--- config.mk ---
export PLATFORM = sky130hd
export DESIGN_NAME = alu_issue_ctrl_flat
export DESIGN_NICKNAME = d
export VERILOG_FILES = /design/src/rtl/alu_issue_ctrl_if.sv /design/src/rtl/alu_issue_ctrl.sv /design/src/flat_wrapper.sv
export SDC_FILE = /design/constraint.sdc
export NUM_CORES = 1
export LEC_CHECK = 0
export CAP_MARGIN = 5
export CORE_MARGIN = 1
export CORE_UTILIZATION = 50
export DETAILED_ROUTE_END_ITERATION = 8
export GPL_TIMING_DRIVEN = 0
export PLACE_DENSITY = 0.77
export RECOVER_POWER = 50
export SKIP_CTS_REPAIR_TIMING = 1
export SLEW_MARGIN = 20
export SYNTH_ARGS = -nofsm -noshare
export SYNTH_HDL_FRONTEND = slang
export SYNTH_SLANG_ARGS = --single-unit
--- constraint.sdc ---
create_clock -name Clk -period 1.9 [get_ports Clk]
set_input_delay 0.475 -clock Clk [delete_from_list [all_inputs] [get_ports Clk]]
set_output_delay 0.475 -clock Clk [all_outputs]
set_load 0.01 [all_outputs]
--- src/rtl/alu_issue_ctrl_if.sv ---
// alu_issue_ctrl_if: instruction handshake plus ALU operand/result bus.
//   Instr/InstrValid/InstrReady : fetch -> controller valid/ready handshake
//   A/B/ALUSelect               : controller -> ALU operands and select
//   Result/C/Z                  : ALU -> controller outcome
// master = fetch/ALU side, slave = issue controller.
interface alu_issue_ctrl_if;
  logic [15:0] Instr;
  logic        InstrValid;
  logic        InstrReady;
  logic [7:0]  A;
  logic [7:0]  B;
  logic [2:0]  ALUSelect;
  logic [7:0]  Result;
  logic        C;
  logic        Z;

  modport master (
    output Instr, InstrValid, Result, C, Z,
    input  InstrReady, A, B, ALUSelect
  );

  modport slave (
    input  Instr, InstrValid, Result, C, Z,
    output InstrReady, A, B, ALUSelect
  );
endinterface

--- src/rtl/alu_issue_ctrl.sv ---
// alu_issue_ctrl: sequences one instruction at a time through the 8-bit ALU.
// IDLE (accept, load operands) -> EXEC (capture ALU outcome) -> WB (commit).
// Ports:
//   Clk, Reset_n        : clock, async active-low reset
//   bus (slave)         : instruction handshake and ALU operand/result bus
//   Done, BranchTaken   : one-cycle retire / taken-branch pulses
//   BranchTarget        : branch target (imm), valid with BranchTaken
//   FlagC, FlagZ        : stored flags
//   DbgAddr, DbgData    : combinational register-file debug read
//   Trap                : sticky illegal-opcode flag
// Optional feature macro: ILLEGAL_TRAP_EN (illegal op halts and sets Trap;
// otherwise illegal ops retire as NOPs and Trap is tied 0).
module alu_issue_ctrl #(
  parameter int       NREGS       = 4,
  parameter bit [2:0] ILLEGAL_SEL = 3'b111
) (
  input  logic             Clk,
  input  logic             Reset_n,
  alu_issue_ctrl_if.slave  bus,
  output logic             Done,
  output logic             BranchTaken,
  output logic [7:0]       BranchTarget,
  output logic             FlagC,
  output logic             FlagZ,
  input  logic [1:0]       DbgAddr,
  output logic [7:0]       DbgData,
  output logic             Trap
);

  typedef enum logic [1:0] {IDLE, EXEC, WB, HALT} state_t;

  localparam logic [3:0] OP_ADD = 4'd0, OP_SUB = 4'd1, OP_AND = 4'd2,
                         OP_OR  = 4'd3, OP_ADDNF = 4'd4, OP_LDI = 4'd5,
                         OP_MOV = 4'd6, OP_CMP = 4'd7, OP_BZ = 4'd8,
                         OP_BC  = 4'd9;

  state_t                     state_q, state_d;
  logic [15:0]                ir_q, ir_d;
  logic [NREGS-1:0][7:0]      rf_q, rf_d;
  logic [7:0]                 a_q, a_d, b_q, b_d;
  logic [2:0]                 sel_q, sel_d;
  logic [7:0]                 res_q, res_d;
  logic                       cs_q, cs_d, zs_q, zs_d;
  logic                       fc_q, fc_d, fz_q, fz_d;
  logic                       rdy_q, rdy_d;
  logic                       done_q, done_d;
  logic                       bt_q, bt_d;
  logic [7:0]                 tgt_q, tgt_d;
  logic                       trap_q, trap_d;

  logic [3:0] op;
  logic [1:0] rd, rs, in_rd, in_rs;
  logic [7:0] imm;
  logic [2:0] in_sel;

  assign op    = ir_q[15:12];
  assign rd    = ir_q[11:10];
  assign rs    = ir_q[9:8];
  assign imm   = ir_q[7:0];
  assign in_rd = bus.Instr[11:10];
  assign in_rs = bus.Instr[9:8];

  // ALU select for the incoming opcode; non-ALU and illegal ops keep it idle.
  always_comb begin
    case (bus.Instr[15:12])
      OP_ADD:   in_sel = 3'b000;
      OP_SUB:   in_sel = 3'b001;
      OP_AND:   in_sel = 3'b010;
      OP_OR:    in_sel = 3'b100;
      OP_ADDNF: in_sel = 3'b110;
      OP_CMP:   in_sel = 3'b001;
      default:  in_sel = ILLEGAL_SEL;
    endcase
  end

  always_comb begin
    state_d = state_q;
    ir_d    = ir_q;
    rf_d    = rf_q;
    a_d     = a_q;
    b_d     = b_q;
    sel_d   = sel_q;
    res_d   = res_q;
    cs_d    = cs_q;
    zs_d    = zs_q;
    fc_d    = fc_q;
    fz_d    = fz_q;
    rdy_d   = rdy_q;
    done_d  = 1'b0;
    bt_d    = 1'b0;
    tgt_d   = tgt_q;
    trap_d  = trap_q;
    case (state_q)
      IDLE: begin
        rdy_d = 1'b1;
        if (bus.InstrValid && rdy_q) begin
          ir_d    = bus.Instr;
          a_d     = rf_q[in_rd];
          b_d     = rf_q[in_rs];
          sel_d   = in_sel;
          rdy_d   = 1'b0;
          state_d = EXEC;
        end
      end
      EXEC: begin
        res_d = bus.Result;
        cs_d  = bus.C;
        // ADDNF's Z output is don't-care; leave the stage untouched.
        if (op != OP_ADDNF) zs_d = bus.Z;
        state_d = WB;
      end
      WB: begin
        sel_d   = ILLEGAL_SEL;
        state_d = IDLE;
        rdy_d   = 1'b1;
        done_d  = 1'b1;
        case (op)
          OP_ADD, OP_SUB, OP_AND, OP_OR: begin
            rf_d[rd] = res_q;
            fc_d     = cs_q;
            fz_d     = zs_q;
          end
          OP_ADDNF: begin
            rf_d[rd] = res_q;
            fc_d     = cs_q;
          end
          OP_LDI: rf_d[rd] = imm;
          // b_q still holds R[rs] sampled at accept; nothing else is in flight.
          OP_MOV: rf_d[rd] = b_q;
          OP_CMP: begin
            fc_d = cs_q;
            fz_d = zs_q;
          end
          OP_BZ: begin
            bt_d  = fz_q;
            tgt_d = imm;
          end
          OP_BC: begin
            bt_d  = fc_q;
            tgt_d = imm;
          end
          default: begin
`ifdef ILLEGAL_TRAP_EN
            trap_d  = 1'b1;
            done_d  = 1'b0;
            rdy_d   = 1'b0;
            state_d = HALT;
`endif
          end
        endcase
      end
      HALT: begin
        rdy_d = 1'b0;
        sel_d = ILLEGAL_SEL;
      end
      default: state_d = IDLE;
    endcase
  end

  always_ff @(posedge Clk or negedge Reset_n) begin
    if (!Reset_n) begin
      state_q <= IDLE;
      ir_q    <= '0;
      rf_q    <= '0;
      a_q     <= '0;
      b_q     <= '0;
      sel_q   <= ILLEGAL_SEL;
      res_q   <= '0;
      cs_q    <= 1'b0;
      zs_q    <= 1'b0;
      fc_q    <= 1'b0;
      fz_q    <= 1'b0;
      rdy_q   <= 1'b0;
      done_q  <= 1'b0;
      bt_q    <= 1'b0;
      tgt_q   <= '0;
      trap_q  <= 1'b0;
    end else begin
      state_q <= state_d;
      ir_q    <= ir_d;
      rf_q    <= rf_d;
      a_q     <= a_d;
      b_q     <= b_d;
      sel_q   <= sel_d;
      res_q   <= res_d;
      cs_q    <= cs_d;
      zs_q    <= zs_d;
      fc_q    <= fc_d;
      fz_q    <= fz_d;
      rdy_q   <= rdy_d;
      done_q  <= done_d;
      bt_q    <= bt_d;
      tgt_q   <= tgt_d;
      trap_q  <= trap_d;
    end
  end

  assign bus.InstrReady = rdy_q;
  assign bus.A          = a_q;
  assign bus.B          = b_q;
  assign bus.ALUSelect  = sel_q;
  assign Done           = done_q;
  assign BranchTaken    = bt_q;
  assign BranchTarget   = tgt_q;
  assign FlagC          = fc_q;
  assign FlagZ          = fz_q;
  assign DbgData        = rf_q[DbgAddr];
`ifdef ILLEGAL_TRAP_EN
  assign Trap           = trap_q;
`else
  assign Trap           = 1'b0;
`endif

endmodule

--- src/flat_wrapper.sv ---
// flat-port wrapper written by rule: the top's interface ports become plain ports
module alu_issue_ctrl_flat 
#(
  parameter int       NREGS       = 4,
  parameter bit [2:0] ILLEGAL_SEL = 3'b111
)
  (Clk, Reset_n, Done, BranchTaken, BranchTarget, FlagC, FlagZ, DbgAddr, DbgData, Trap, bus_Instr, bus_InstrValid, bus_Result, bus_C, bus_Z, bus_InstrReady, bus_A, bus_B, bus_ALUSelect);
  alu_issue_ctrl_if bus_i ();
  input  logic Clk;
  input  logic Reset_n;
  output logic Done;
  output logic BranchTaken;
  output logic [7:0] BranchTarget;
  output logic FlagC;
  output logic FlagZ;
  input  logic [1:0] DbgAddr;
  output logic [7:0] DbgData;
  output logic Trap;
  input wire logic [$bits(bus_i.Instr)-1:0] bus_Instr;
  input wire logic [$bits(bus_i.InstrValid)-1:0] bus_InstrValid;
  input wire logic [$bits(bus_i.Result)-1:0] bus_Result;
  input wire logic [$bits(bus_i.C)-1:0] bus_C;
  input wire logic [$bits(bus_i.Z)-1:0] bus_Z;
  output wire logic [$bits(bus_i.InstrReady)-1:0] bus_InstrReady;
  output wire logic [$bits(bus_i.A)-1:0] bus_A;
  output wire logic [$bits(bus_i.B)-1:0] bus_B;
  output wire logic [$bits(bus_i.ALUSelect)-1:0] bus_ALUSelect;
  assign bus_i.Instr = bus_Instr;
  assign bus_i.InstrValid = bus_InstrValid;
  assign bus_i.Result = bus_Result;
  assign bus_i.C = bus_C;
  assign bus_i.Z = bus_Z;
  assign bus_InstrReady = bus_i.InstrReady;
  assign bus_A = bus_i.A;
  assign bus_B = bus_i.B;
  assign bus_ALUSelect = bus_i.ALUSelect;
  alu_issue_ctrl #(.NREGS(NREGS), .ILLEGAL_SEL(ILLEGAL_SEL)) u_core (.Clk(Clk), .Reset_n(Reset_n), .bus(bus_i), .Done(Done), .BranchTaken(BranchTaken), .BranchTarget(BranchTarget), .FlagC(FlagC), .FlagZ(FlagZ), .DbgAddr(DbgAddr), .DbgData(DbgData), .Trap(Trap));
endmodule
==> metrics.cfg, run 1 <==
[place]
gp_congestion=0.907
io_buffers=64
place_area_mm2=0.00587
hpwl_um=10700
pre_cts_ws_ns=-0.587

[setup_path]
crit_path_end_kind=output port
r2r_setup_slack_ns=-0.03
path_class=register to output port
cp_max_fo=4
worstRegToRegCells=6
reg2reg_to=u_core.BranchTarget[2]
crit_chain=mux4_2 -> dlymetal6s2s_1
critPathRequiredTime_ns=1.42
critPathSlowestCell=mux4_2
worstReg2RegStart=u_core.state_q[0]
cpPeakStageDelay_ns=0.50
crit_arrival_ns=1.50
worstSetupStartpointType=register

[cts]
htreeDepth=3
cts_root_buf=clkbuf_8
numCtsBuffers=9
clkTransAtPathRegs_ns=0.10
cts_tree=built
cts_sinks=90
clockBufferDepth=2
clk-insertion-delay-late_ns=0.37

[logic_synthesis]
netlist_area_mm2=0.00504
async_flop_share_pct=100
synth.avg_cell_area_um2=11.8
ys_seq_area_share_pct=44.8
synth_fp_nets=462
synth_seq_cells=90
ys_types=39
synth_warnings=0
synthCells=426
synth-edff-count=0
ys.flop_type=dfrtp_1

[job]
maxCapViolations=0

[power]
power_mw=11.4
pwr_density_cell_mw_per_mm2=1740
max-vdd-ir-drop_uv=927
power.leakage_nw=2.62

[global_route]
antenna_found_initial=0
grt_use_total_pct=31.4
grt_max_degree=54
grt_pass1_wl_um=23900
grt-ovfl-total=0
grt_pass1_vias=4388

[die]
die_y_um=102
core_area_mm2=0.00977
die_w_um=102
rows=36
ios=72
start_util_pct=51.5
die-area_mm2=0.0105

[timing]
finalCriticalPeriod_ns=1.97
finalSetupViolCount=14
rsz0062_at_grt=true
drv_slew=0
fin_hold_ws_ns=0.233
min_period_over_period_pct=104
hold_viol=0
worst_pin_slew_ns=0.943
slew_headroom_pct=37.2
max_freq_mhz=507
clock-skew-final_ns=0.00700
setup_slack_ns=-0.0742

[route]
routed_wl_um=15900
ant_nets=0
vias_per_cell=6.69
drt_iter0_markers=307
drcViolationCount=0
vias=4432
drt_first_pass_iters=5
detail_route.wl_per_cell_um=24.0

[final_layout]
n_antenna_cell=0
final_cell_area_mm2=0.00657
layout-area-overhead-vs-synth_pct=30.4
final_common_cell=dfrtp_1
drive_gt1_share_pct=37.1
nNetsFinal=560
layout_common_cells=dfrtp_1, clkdlybuf4s50_1, mux2_2

[run_status]
violations=setup timing
status=finished with violations

[worst_hold_path]
hold_class=primary input to async pin

[Yosys cell counts (all sizes together) (3+ instances only)]
cell type	instances	share of area (%)
or3	12	1.5
nor4b	8	1.4
dfrtp	87	43
buf	12	1.3
mux4	24	11
nor2	3	0.22
mux2	51	11
mux2i	3	0.60
nor3	50	5.1
nand2b	3	0.37
clkbuf	36	2.7
o21a	8	1.2
ha	5	1.2
a21oi	15	1.5
o221ai	7	1.2
nand2	4	0.30
nor2b	10	1.2
inv	4	0.30
dfstp	3	1.6
o41ai	25	4.6
o31ai	39	5.8
[worst max-delay path by stage]
stage                                   endpoint               from  slack (ns)
after floorplan                         register  u_core.state_q[0]        0.03
after global placement    u_core.BranchTarget[0]            Reset_n       -2.97
after detailed placement              DbgData[5]         DbgAddr[1]       -0.59
after CTS                             DbgData[5]         DbgAddr[1]       -0.61
after global routing      u_core.BranchTarget[2]  u_core.state_q[0]       -0.14
final                                 DbgData[5]           register       -0.07
[final cells by class]
| cell class | instances | area (um2) |
|---|---|---|
| fillers | 747 | 3210 |
| multi-input cells | 284 | 2810 |
| flip-flops and latches | 90 | 2270 |
| repair buffers | 87 | 781 |
| plain buffers | 48 | 254 |
| well taps | 133 | 166 |
| clock buffers | 10 | 138 |
| clock inverters | 6 | 136 |
| inverters | 4 | 15.0 |
[metrics by stage]
step / util [%] / TNS, ns / cells
finish: 67.2 / -0.358 / 662
global placement: 59.8 / -285.36 / 623
floorplan: - / 0 / 426
CTS: 62.9 / -19.52 / 640
detailed placement: 60.1 / -23.10 / 624
global route: 67.2 / -2.34 / 662
[worst max-delay path, delay by kind of cell, from the launching register on]
family,cells,cell delay [ns]
buffers and inverters,1,0.19
DFF,1,0.45
muxes,1,0.50
[where the power goes]
part	switching, mW	internal (mW)
logic	2.85	2.86
clock network	0.733	1.05
registers	1.12	2.83
[kinds of logic after synthesis]
logic type               after synthesis  share of synthesized area (%)
flip-flops                            90                           44.8
adder cells (fa/ha/maj)                5                           1.24
AND/OR/NAND/NOR                       99                           11.4
XOR/XNOR                               1                          0.174
buffers and inverters                 52                           4.30
other                                  1                         0.0744
AO/OA/AOI/OAI                        100                           15.3
multiplexers                          78                           22.7
[routing by layer]
metal | wire length (um) | track usage, %
met5 | 0 | 0
met4 | 823 | 17.0
met3 | 1290 | 5.47
met2 | 7650 | 50.3
met1 | 6130 | 40.7
Note: power is estimated with default switching activity, not from simulation.
==> run 2, diff against run 1 <==
- CAP_MARGIN: 5 -> 20
==> results of run 2 <==
Final layout, timing and power as in run 1 (identical DEF).
